## config.mk

```make
export PLATFORM = sky130hd
export DESIGN_NAME = traffic_request_scheduler
export DESIGN_NICKNAME = d
export VERILOG_FILES = /design/src/rtl/traffic_request_scheduler.sv
export SDC_FILE = /design/constraint.sdc
export NUM_CORES = 1
export LEC_CHECK = 0
export CAP_MARGIN = 20
export CORE_UTILIZATION = 45
export DETAILED_ROUTE_END_ITERATION = 16
export MAX_ROUTING_LAYER = met4
export PLACE_DENSITY_LB_ADDON = 0.2
export SLEW_MARGIN = 0
export SYNTH_ARGS = -nofsm -noshare
export SYNTH_HDL_FRONTEND = slang
export SYNTH_SLANG_ARGS = --single-unit
```

## constraint.sdc

```tcl
create_clock -name clk -period 3.1 [get_ports clk]
set_input_delay 0.62 -clock clk [delete_from_list [all_inputs] [get_ports clk]]
set_output_delay 0.62 -clock clk [all_outputs]
set_load 0.02 [all_outputs]
```

## src/rtl/traffic_request_scheduler.sv

```systemverilog
// traffic_request_scheduler: latches pedestrian/car requests, arbitrates service and drives the light controller core
module traffic_request_scheduler #(
    parameter int N_PED        = 4,
    parameter int BASE_SLOT    = 4,
    parameter int MAX_SLOT     = 15,
    parameter int WAIT_TIMEOUT = 63,
    parameter int EMG_HOLD     = 8,
    parameter int COOL_CYCLES  = 2
) (
    input  logic             clk,
    input  logic             rst_n,
    input  logic [N_PED-1:0] ped_btn,
    input  logic             car_det_ns,
    input  logic             car_det_ew,
    input  logic             emg_req,
    input  logic [2:0]       light_NS,
    input  logic [2:0]       light_EW,
    input  logic             ped_walk,
    output logic [3:0]       time_slot,
    output logic             sensor_car,
    output logic             sensor_pedestrian,
    output logic             emergency,
    output logic [N_PED-1:0] ped_pending,
    output logic [3:0]       car_count,
    output logic             timeout_err
);
    localparam int HW = $clog2(EMG_HOLD + 1);
    localparam int CW = (COOL_CYCLES > 1) ? $clog2(COOL_CYCLES) : 1;

    typedef enum logic [2:0] {S_IDLE, S_WAIT, S_SERVE, S_COOL, S_EMG} state_t;

    state_t           state_q, state_d;
    logic             grant_ped_q, grant_ped_d;
    logic             last_ped_q, last_ped_d;
    logic [5:0]       wait_q, wait_d;
    logic [CW-1:0]    cool_q, cool_d;
    logic [HW-1:0]    hold_q, hold_d;
    logic [3:0]       time_slot_q, time_slot_d;
    logic             sensor_car_q, sensor_car_d;
    logic             sensor_ped_q, sensor_ped_d;
    logic             emergency_q, emergency_d;
    logic             timeout_q, timeout_d;
    logic [N_PED-1:0] ped_q, ped_d;
    logic [3:0]       cars_q, cars_d;
    logic             ns_q, ew_q;
    logic             clr_ped, clr_car, start, done;
    logic [5:0]       ped_cnt, ped_slot, car_slot;
    logic [4:0]       car_sum;

    // Request bookkeeping: sticky button bits and saturating car queue; a same-cycle set/edge beats the clear
    always_comb begin
        ped_cnt = '0;
        for (int i = 0; i < N_PED; i++) ped_cnt = ped_cnt + {5'd0, ped_q[i]};
        ped_slot = 6'(BASE_SLOT) + ped_cnt;
        car_slot = 6'(BASE_SLOT) + {2'b00, cars_q};
        ped_d    = (ped_q & ~{N_PED{clr_ped}}) | ped_btn;
        car_sum  = (clr_car ? 5'd0 : {1'b0, cars_q}) + {4'd0, car_det_ns & ~ns_q} + {4'd0, car_det_ew & ~ew_q};
        cars_d   = (car_sum > 5'd15) ? 4'd15 : car_sum[3:0];
    end

    // Arbitration FSM: next state, registered request outputs and grant bookkeeping
    always_comb begin
        state_d      = state_q;
        grant_ped_d  = grant_ped_q;
        last_ped_d   = last_ped_q;
        wait_d       = wait_q;
        cool_d       = cool_q;
        hold_d       = hold_q;
        time_slot_d  = time_slot_q;
        sensor_car_d = 1'b0;
        sensor_ped_d = 1'b0;
        emergency_d  = 1'b0;
        timeout_d    = 1'b0;
        clr_ped      = 1'b0;
        clr_car      = 1'b0;
        start        = grant_ped_q ? ped_walk : (light_NS == 3'b001);
        done         = grant_ped_q ? !ped_walk : (light_NS == 3'b100 && light_EW == 3'b100);
        if (emg_req && state_q != S_EMG) begin
            state_d     = S_EMG;
            emergency_d = 1'b1;
            hold_d      = HW'(EMG_HOLD);
        end else begin
            case (state_q)
                S_IDLE: begin
                    if (|ped_q || |cars_q) begin
                        grant_ped_d  = |ped_q && (cars_q == 4'd0 || !last_ped_q);
                        time_slot_d  = grant_ped_d
                            ? ((ped_slot > 6'(MAX_SLOT)) ? 4'(MAX_SLOT) : ped_slot[3:0])
                            : ((car_slot > 6'(MAX_SLOT)) ? 4'(MAX_SLOT) : car_slot[3:0]);
                        sensor_ped_d = grant_ped_d;
                        sensor_car_d = !grant_ped_d;
                        wait_d       = '0;
                        state_d      = S_WAIT;
                    end
                end
                S_WAIT: begin
                    if (start) begin
                        clr_ped    = grant_ped_q;
                        clr_car    = !grant_ped_q;
                        last_ped_d = grant_ped_q;
                        state_d    = S_SERVE;
                    end else if (wait_q == 6'(WAIT_TIMEOUT - 1)) begin
                        timeout_d = 1'b1;
                        cool_d    = '0;
                        state_d   = S_COOL;
                    end else begin
                        wait_d       = wait_q + 6'd1;
                        sensor_ped_d = grant_ped_q;
                        sensor_car_d = !grant_ped_q;
                    end
                end
                S_SERVE: begin
                    if (done) begin
                        cool_d  = '0;
                        state_d = S_COOL;
                    end
                end
                S_COOL: begin
                    cool_d  = cool_q + CW'(1);
                    state_d = (cool_q == CW'(COOL_CYCLES - 1)) ? S_IDLE : S_COOL;
                end
                S_EMG: begin
                    emergency_d = 1'b1;
                    if (emg_req) begin
                        hold_d = HW'(EMG_HOLD);
                    end else if (hold_q == HW'(1)) begin
                        emergency_d = 1'b0;
                        cool_d      = '0;
                        state_d     = S_COOL;
                    end else begin
                        hold_d = hold_q - HW'(1);
                    end
                end
                default: state_d = S_IDLE;
            endcase
        end
    end

    // State and output registers; first tie after reset goes to pedestrians (last served = car)
    always_ff @(posedge clk or negedge rst_n) begin
        if (!rst_n) begin
            state_q      <= S_IDLE;
            grant_ped_q  <= 1'b0;
            last_ped_q   <= 1'b0;
            wait_q       <= '0;
            cool_q       <= '0;
            hold_q       <= '0;
            time_slot_q  <= 4'(BASE_SLOT);
            sensor_car_q <= 1'b0;
            sensor_ped_q <= 1'b0;
            emergency_q  <= 1'b0;
            timeout_q    <= 1'b0;
            ped_q        <= '0;
            cars_q       <= '0;
            ns_q         <= 1'b0;
            ew_q         <= 1'b0;
        end else begin
            state_q      <= state_d;
            grant_ped_q  <= grant_ped_d;
            last_ped_q   <= last_ped_d;
            wait_q       <= wait_d;
            cool_q       <= cool_d;
            hold_q       <= hold_d;
            time_slot_q  <= time_slot_d;
            sensor_car_q <= sensor_car_d;
            sensor_ped_q <= sensor_ped_d;
            emergency_q  <= emergency_d;
            timeout_q    <= timeout_d;
            ped_q        <= ped_d;
            cars_q       <= cars_d;
            ns_q         <= car_det_ns;
            ew_q         <= car_det_ew;
        end
    end

    assign time_slot         = time_slot_q;
    assign sensor_car        = sensor_car_q;
    assign sensor_pedestrian = sensor_ped_q;
    assign emergency         = emergency_q;
    assign timeout_err       = timeout_q;
    assign ped_pending       = ped_q;
    assign car_count         = cars_q;
endmodule

```

==> results of run 1 <==
## per-layer routing
layer / up-vias / global-route usage, % / share of wire, %
li1: 748 / - / -
met3: 6 / 5.65 / 3.4
met5: - / - / 0
met2: 46 / 34.4 / 51
met4: 0 / 6.38 / 1.2
met1: 734 / 26.2 / 44
## through the flow
| step | hold WS (ps) | setup slack [ps] | total power [W] | utilization [%] | area, sq um |
|---|---|---|---|---|---|
| CTS | 482 | 206 | 0.00166 | 58.9 | 2370 |
| finish | 476 | 196 | 0.00164 | 58.9 | 2370 |
| floorplan | 324 | 431 | 0.00106 | - | 1900 |
| global route | 503 | 131 | 0.00176 | 58.9 | 2370 |
| global placement | 464 | 57.2 | 0.00128 | 56.6 | 2280 |
| detailed placement | 473 | -60.4 | 0.00131 | 56.6 | 2280 |
## cell usage after synthesis, types with 2 or more instances
cell and instances:
a21o_1 5, and3_1 3, a21oi_1 4, a211oi_1 2, a31oi_1 2, nor4b_1 2, or3b_2 2, nand3_1 7
nand4_1 4, clkbuf_1 3, o21ai_0 4, mux2i_1 2, xor2_1 2, nor3_1 8, and2_1 4, ha_1 10
nand2b_1 4, nand2_1 18, o211ai_1 4, nor2b_1 4, buf_2 2, inv_1 15, nor3b_1 2, nor2_1 13
or2_2 3, dfrtp_1 33, o31ai_1 6, fa_1 2
## path summary, 6_finish.rpt
check,slack [ps],from,endpoint
setup / recovery,200,light_NS[1],car_count[2]
hold / removal,480,time_slot[2],time_slot[2]
setup reg to reg,400,state_q[1],car_count[2]
hold reg to reg,480,time_slot[2],time_slot[2]
max in group asynchronous,2030,rst_n,time_slot[2]
min in group asynchronous,750,rst_n,wait_q[3]
## worst register-to-register path, delay by kind of cell (launching register included)
family                   cells  cell delay (ps)
adder cells (fa/ha/maj)      2              710
AND/OR/NAND/NOR              4             1220
flip-flops                   1              510
AO/OA/AOI/OAI                1              180
## layout by cell type (no fill, tap or decap), drive strengths merged, types with 3 or more instances in the layout
cell type and instances:
a21o 5, a21oi 4, and2 4, and3 4
buf 5, clkbuf 7, clkdlybuf4s50 31, dfrtp 33
ha 10, inv 15, nand2 18, nand2b 4
nand3 7, nand4 4, nor2 13, nor2b 4
nor3 8, nor4b 3, o211ai 5, o21ai 4
o31ai 6, or2 4, or3b 3
## power groups by stage
stage | registers [W] | logic [W] | clock network (W)
3_3_place_gp | 0.000671 | 0.000611 | 0
5_1_grt | 0.000693 | 0.000707 | 0.000357
4_1_cts | 0.000673 | 0.000644 | 0.000339
2_1_floorplan | 0.000718 | 0.000346 | 0
6_report | 0.000676 | 0.000639 | 0.000329
3_5_place_dp | 0.000681 | 0.000632 | 0
## flip-flops by register name, summed over array words and instances (netlist names)
| register | count |
|---|---|
| time_slot | 4 |
| cool_q | 1 |
| timeout_err | 1 |
| car_count | 4 |
| hold_q | 4 |
| ped_pending | 4 |
| last_ped_q | 1 |
| emergency | 1 |
| wait_q | 6 |
| sensor_pedestrian | 1 |
| ns_q | 1 |
| sensor_car | 1 |
| grant_ped_q | 1 |
| ew_q | 1 |
| state_q | 3 |
## layout make-up
| type | count | area share [%] |
|---|---|---|
| clock buffer | 7 | 3.64 |
| clock inverter | 1 | 0.211 |
| inverter | 15 | 2.37 |
| multi-input combinational | 136 | 40.6 |
| sequential | 34 | 35.9 |
| tap | 50 | 2.64 |
| timing repair buffer | 36 | 14.7 |
## cells by family after synthesis
family          share of synthesized area, %
simple gates                            25.7
flops                                   44.8
compound gates                          13.1
buf+inv                                 4.67
fa+ha+maj                               8.68
xor+xnor                                1.38
mux                                     1.64
==> Flow_metrics.wiki, run 1 <==
{| class="wikitable"
! Metric !! Value
|-
| Psw || 0.000609 W
|-
| Setup repair after global routing missed its margin || false
|-
| Detailed Routing Iterations Pass 1 || 4
|-
| Finish-stage setup viols || 0
|-
| Warning count from the yosys run || 0
|-
| Register bit count reported by yosys || 34
|-
| Number of cells on the worst reg-to-reg path || 7
|-
| Number of nets in the layout || ~260
|-
| Global router's overall resource usage || between 20% and 30%
|-
| Initial standard-cell utilization of the core || a little under half
|-
| Clock Pin Slew Worst Setup and Hold Paths || 60 ps
|-
| Shortest clock period the worst path allows after layout || between 2000 and 3000 ps
|-
| Worst-path maximum fanout || 4
|-
| Average instance area after synthesis || 9.96 sq um
|-
| Residual DRC || 0
|-
| Placed Cells incl. Taps || 271
|-
| Crit path kind || in2reg
|-
| Power Density || 693 mW/mm^2
|-
| Die span in x || 67.0 um
|-
| Final HPWL DP || 3080 um
|-
| Antenna violations before repair || 0
|-
| CP peak stage delay || 530 ps
|-
| Sw frac || 37.1%
|-
| Endpoints failing hold || 0
|-
| Kind of end point of the critical path || flop
|-
| Count of input and output buffers || 31
|-
| Sequential share of power || 41.1%
|-
| Post-Syn Nets || approximately 220
|-
| Worst clock skew on the final layout || around 4.5 ps
|-
| Area taken by multi-input logic gates || just under 0.001 sq mm
|-
| Area of all sequential standard cells || 852 sq um
|-
| Critical path launch point type || primary input
|-
| Number of flops mapped to enable cells by yosys || 0
|-
| Iteration-0 DRC count of the detailed router || 72
|-
| Portion of the clock cycle consumed by the worst path in the final layout || 93.7%
|-
| Cells after Synth || roughly 190
|-
| Most common flop cell mapped by yosys || dfrtp_1
|-
| Peak supply drop || 0.463 mV
|-
| Diodes inserted || 0
|-
| Final-report max-slew violation count || 0
|-
| Fraction of final layout cells with drive strength greater than 1 || 10.5%
|-
| Post_cts resized || 0
|-
| Number of buffers added by the clock tree synthesis step || 5
|-
| Wire length of the first global-routing pass || 6840 um
|-
| Number of top-level pins || 32
|-
| Floorplan die area || 0.00449 sq mm
|-
| Worst Path Buf+Inv || 1
|-
| CTS tree || done
|-
| Tightest Pin Transition || between 600 and 700 ps
|-
| CTS Root Buffer Type || clkbuf_8
|-
| Number of H-tree levels || 2
|-
| Arrival time at the worst endpoint || 3100 ps
|-
| Final standard cell count with taps included and fillers excluded || between 200 and 300
|-
| WL final || 4120 um
|-
| Number of buffers between clock root and the deepest sink || 2
|-
| Worst hold path stage count || 2
|-
| Headroom to the max-slew limit || 58.1%
|-
| Vias in the first global route || 1462
|-
| Count of hold-fix buffers inserted at cts || 0
|-
| Placeable core region || 0.00403 sq mm
|-
| Routed via count || 1534
|-
| Chip Height || 67.0 um
|-
| Async set-reset flop share out of synthesis || 100%
|-
| Crit path depth || 8
|-
| Source-to-sink clock delay at the later pin of the worst-skew pair || 280 ps
|-
| Per-cell routed wire length || 14.8 um
|-
| Synth top area share || 43.4%
|-
| Sequential share of the synthesized area || about 45%
|-
| Clock network fraction of design power || 20.0%
|-
| Overall overflow remaining after global route || 0
|-
| Detail Route Antenna Nets || 0
|-
| Internal power summed over all cells || about 0.0010 W
|-
| Cell type of the slowest stage on the worst timing path || or4b_4
|-
| RD Place Congestion || 0.938
|-
| Number of different library cells in the post-synthesis netlist || 49
|-
| Setup TNS || 0 ps
|-
| Type of the tightest min-delay check || reg2reg
|-
| Via density per instance || about 5.5
|-
| TritonCTS Sinks || 34
|-
| Maximum clock frequency || 344 MHz
|-
| Fill cell instance count of the final layout || 338
|-
| Outcome || finished clean
|-
| Synth Cell Area || about 0.0019 sq mm
|-
| Count of max-cap constraint violations || 0
|-
| Largest net degree at the start of global routing || 35
|-
| Family with the most delay on the worst path || simple AND/OR/NAND/NOR gates
|-
| Postcts setup bufs || 0
|-
| Leakage power summed over all cells || 1.01 nW
|-
| Post-synthesis cell type with the largest combined area || dfrtp_1
|-
| Std cell rows || 23
|-
| Crit path cell chain || clkdlybuf4s50_1 > or4b_4 > or2_0 > and2_1 > fa_1 > ha_1 > nor2b_1 > a31oi_1
|-
| Top cells by area in the synthesized netlist || dfrtp_1 43%, ha_1 6.6%, nand2_1 3.6%
|-
| Combinational fraction of design power || 38.9%
|-
| Area added between synthesis and finish || 24.7%
|-
| Data required time at the worst endpoint || between 3000 and 4000 ps
|}
No activity file was read; power rests on OpenSTA's default activity.
==> run 2, diff against run 1 <==
CTS_CLUSTER_DIAMETER = 30   (was not set)
==> results of run 2 <==
No change in the layout: final DEF, timing and power equal those of run 1.
==> run 3, diff against run 2 <==
MAX_ROUTING_LAYER = not set   (was met4)
==> run 3 against run 2 <==
  * Global-route usage shrank 0.56 points
  * Sequential power hardly changed
  * Via count up 0.26%
  * Die area unchanged
  * Sequential cell count unchanged
  * Largest power group unchanged
  * Highest routed layer unchanged
==> Flow_metrics.wiki, run 3 (same netlist as run 1, synthesis figures left out) <==
{| class="wikitable"
! Metric !! Value
|-
| Overall overflow remaining after global route || 0 (unchanged)
|-
| RD Place Congestion || 0.922 (-1.7%)
|-
| Clock Pin Slew Worst Setup and Hold Paths || 60 ps (about the same)
|-
| TritonCTS Sinks || 34 (unchanged)
|-
| Crit path kind || in2reg
|-
| Endpoint of the worst register-to-register path || car_count[2]
|-
| Hold_sp || time_slot[2]
|-
| Leakage power summed over all cells || 1.01 nW (unchanged)
|-
| Setup repair after global routing missed its margin || false
|-
| Tightest Pin Transition || 628 ps (+1.40 ps)
|-
| Reg-to-reg setup timing slack || 400 ps (about the same)
|-
| Final standard cell count with taps included and fillers excluded || 279 (unchanged)
|-
| Launching element of the worst setup path || light_NS[1]
|-
| Std cell rows || 23 (unchanged)
|-
| Via density per instance || 5.51 (+0.26%)
|-
| Number of buffers added by the clock tree synthesis step || 5 (unchanged)
|-
| Routed via count || 1538 (+0.26%)
|-
| Data required time at the worst endpoint || 3300 ps (about the same)
|-
| Shortest clock period the worst path allows after layout || 2900 ps (-1.23 ps)
|-
| Kind of end point of the critical path || flop
|-
| Power Density || 693 mW/mm^2 (about the same)
|-
| Area taken by multi-input logic gates || 962 sq um (unchanged)
|-
| Outcome || finished clean
|-
| Flip-flop count of the largest register after layout || 6 (unchanged)
|-
| Worst clock skew on the final layout || 3.99 ps (-0.482 ps)
|-
| Post-layout total power || 0.00164 W (about the same)
|-
| Initial standard-cell utilization of the core || 47.2% (unchanged)
|-
| Maximum clock frequency || 345 MHz (about the same)
|-
| Placed Cells incl. Taps || 271 (unchanged)
|-
| Detail Route Antenna Nets || 0 (unchanged)
|-
| Number of H-tree levels || 2 (unchanged)
|-
| Arrival time at the worst endpoint || 3100 ps (about the same)
|-
| WL final || 4140 um (+0.34%)
|-
| Vias in the first global route || 1461 (-0.068%)
|-
| Critical path launch point type || primary input
|-
| Floorplan die area || 0.00449 sq mm (unchanged)
|-
| Final-report max-slew violation count || 0 (unchanged)
|-
| Postcts setup bufs || 0 (unchanged)
|-
| Chip Height || 67.0 um (unchanged)
|-
| Post_cts resized || 0 (unchanged)
|-
| Antenna violations before repair || 0 (unchanged)
|-
| Count of hold-fix buffers inserted at cts || 0 (unchanged)
|-
| Die span in x || 67.0 um (unchanged)
|-
| CTS Root Buffer Type || clkbuf_8
|-
| Placeable core region || 0.00403 sq mm (unchanged)
|-
| Final HPWL DP || 3080 um (unchanged)
|-
| Endpoints failing hold || 0 (unchanged)
|-
| Per-cell routed wire length || 14.8 um (+0.34%)
|-
| Commonest non-fill, non-tap cells in the layout || 33 x dfrtp_1, 31 x clkdlybuf4s50_1, 18 x nand2_1
|-
| Number of buffers between clock root and the deepest sink || 2 (unchanged)
|-
| Area added between synthesis and finish || 24.7% (unchanged)
|-
| Detailed Routing Iterations Pass 1 || 4 (unchanged)
|-
| Type of the tightest min-delay check || reg2reg
|-
| Global router's overall resource usage || 20.8% (-0.56 points)
|-
| CTS tree || done
|-
| Finish-stage setup viols || 0 (unchanged)
|-
| Diodes inserted || 0 (unchanged)
|-
| Number of top-level pins || 32 (unchanged)
|-
| Worst-path maximum fanout || 4 (unchanged)
|-
| CP Capture Point || car_count[2]
|-
| Portion of the clock cycle consumed by the worst path in the final layout || 93.6% (about the same)
|-
| Peak supply drop || 0.464 mV (about the same)
|-
| Area of all sequential standard cells || 852 sq um (unchanged)
|-
| Fraction of final layout cells with drive strength greater than 1 || 10.5% (unchanged)
|-
| Iteration-0 DRC count of the detailed router || 67 (-6.9%)
|-
| Number of cells on the worst reg-to-reg path || 7 (unchanged)
|-
| Fill cell instance count of the final layout || 338 (unchanged)
|-
| Worst slack on hold paths || 476 ps (+0.0210 ps)
|-
| Utilization after layout || 58.9% (unchanged)
|-
| Count of input and output buffers || 31 (unchanged)
|-
| Headroom to the max-slew limit || 58.0% (-0.094 points)
|-
| Residual DRC || 0 (unchanged)
|-
| Most flop-heavy register || wait_q
|-
| Crit Reg-Reg Startpoint || state_q[1]
|-
| Number of nets in the layout || 256 (unchanged)
|-
| Largest net degree at the start of global routing || 35 (unchanged)
|-
| Wire length of the first global-routing pass || 6840 um (-0.10%)
|-
| Count of max-cap constraint violations || 0 (unchanged)
|-
| Most common cell after layout, fill and taps aside || dfrtp_1
|-
| Source-to-sink clock delay at the later pin of the worst-skew pair || 280 ps (about the same)
|}
==> run 3: final cells by class <==
cell class	instances	share of cell area (%)
Multi-Input combinational cell	136	40.6
Sequential cell	34	35.9
Timing Repair Buffer	36	14.7
Clock buffer	7	3.64
Tap cell	50	2.64
Inverter	15	2.37
Clock inverter	1	0.211
==> run 3: routing by layer <==
layer / vias up / GRT usage, % / share of wire, %
met5: - / 0 / 0
met4: 0 / 6.38 / 1.6
met3: 9 / 5.82 / 3.4
met2: 45 / 34.4 / 51
met1: 738 / 26.1 / 44
li1: 746 / - / -
==> run 3: how the worst min path moves through the flow <==
stage | end | slack, ps | cells after the start
after CTS | time_slot[2] | 480 | 2
after global placement | time_slot[0] | 460 | 2
after global routing | time_slot[2] | 500 | 2
after detailed placement | time_slot[2] | 470 | 2
after floorplan | car_count[0] | 320 | 0
final | time_slot[2] | 480 | 2
==> run 3: power by group <==
part	internal, W	switching [W]
sequential	0.000556	0.000120
combinational	0.000300	0.000339
clock	0.000179	0.000150
total	0.00103	0.000610
==> run 3: worst max-delay path: stages <==
cell and delay [ps]:
clkdlybuf4s50_1 440, or4b_4 530, or2_0 260, and2_1 200, fa_1 450, ha_1 260, nor2b_1 150, a31oi_1 180
==> run 3: through the flow <==
stage               area [sq um]  setup TNS, ps  worst slack (ps)
floorplan                   1900              0               431
global placement            2280              0              57.2
detailed placement          2280          -99.1             -60.4
CTS                         2370              0               206
global route                2370              0               131
finish                      2370              0               197
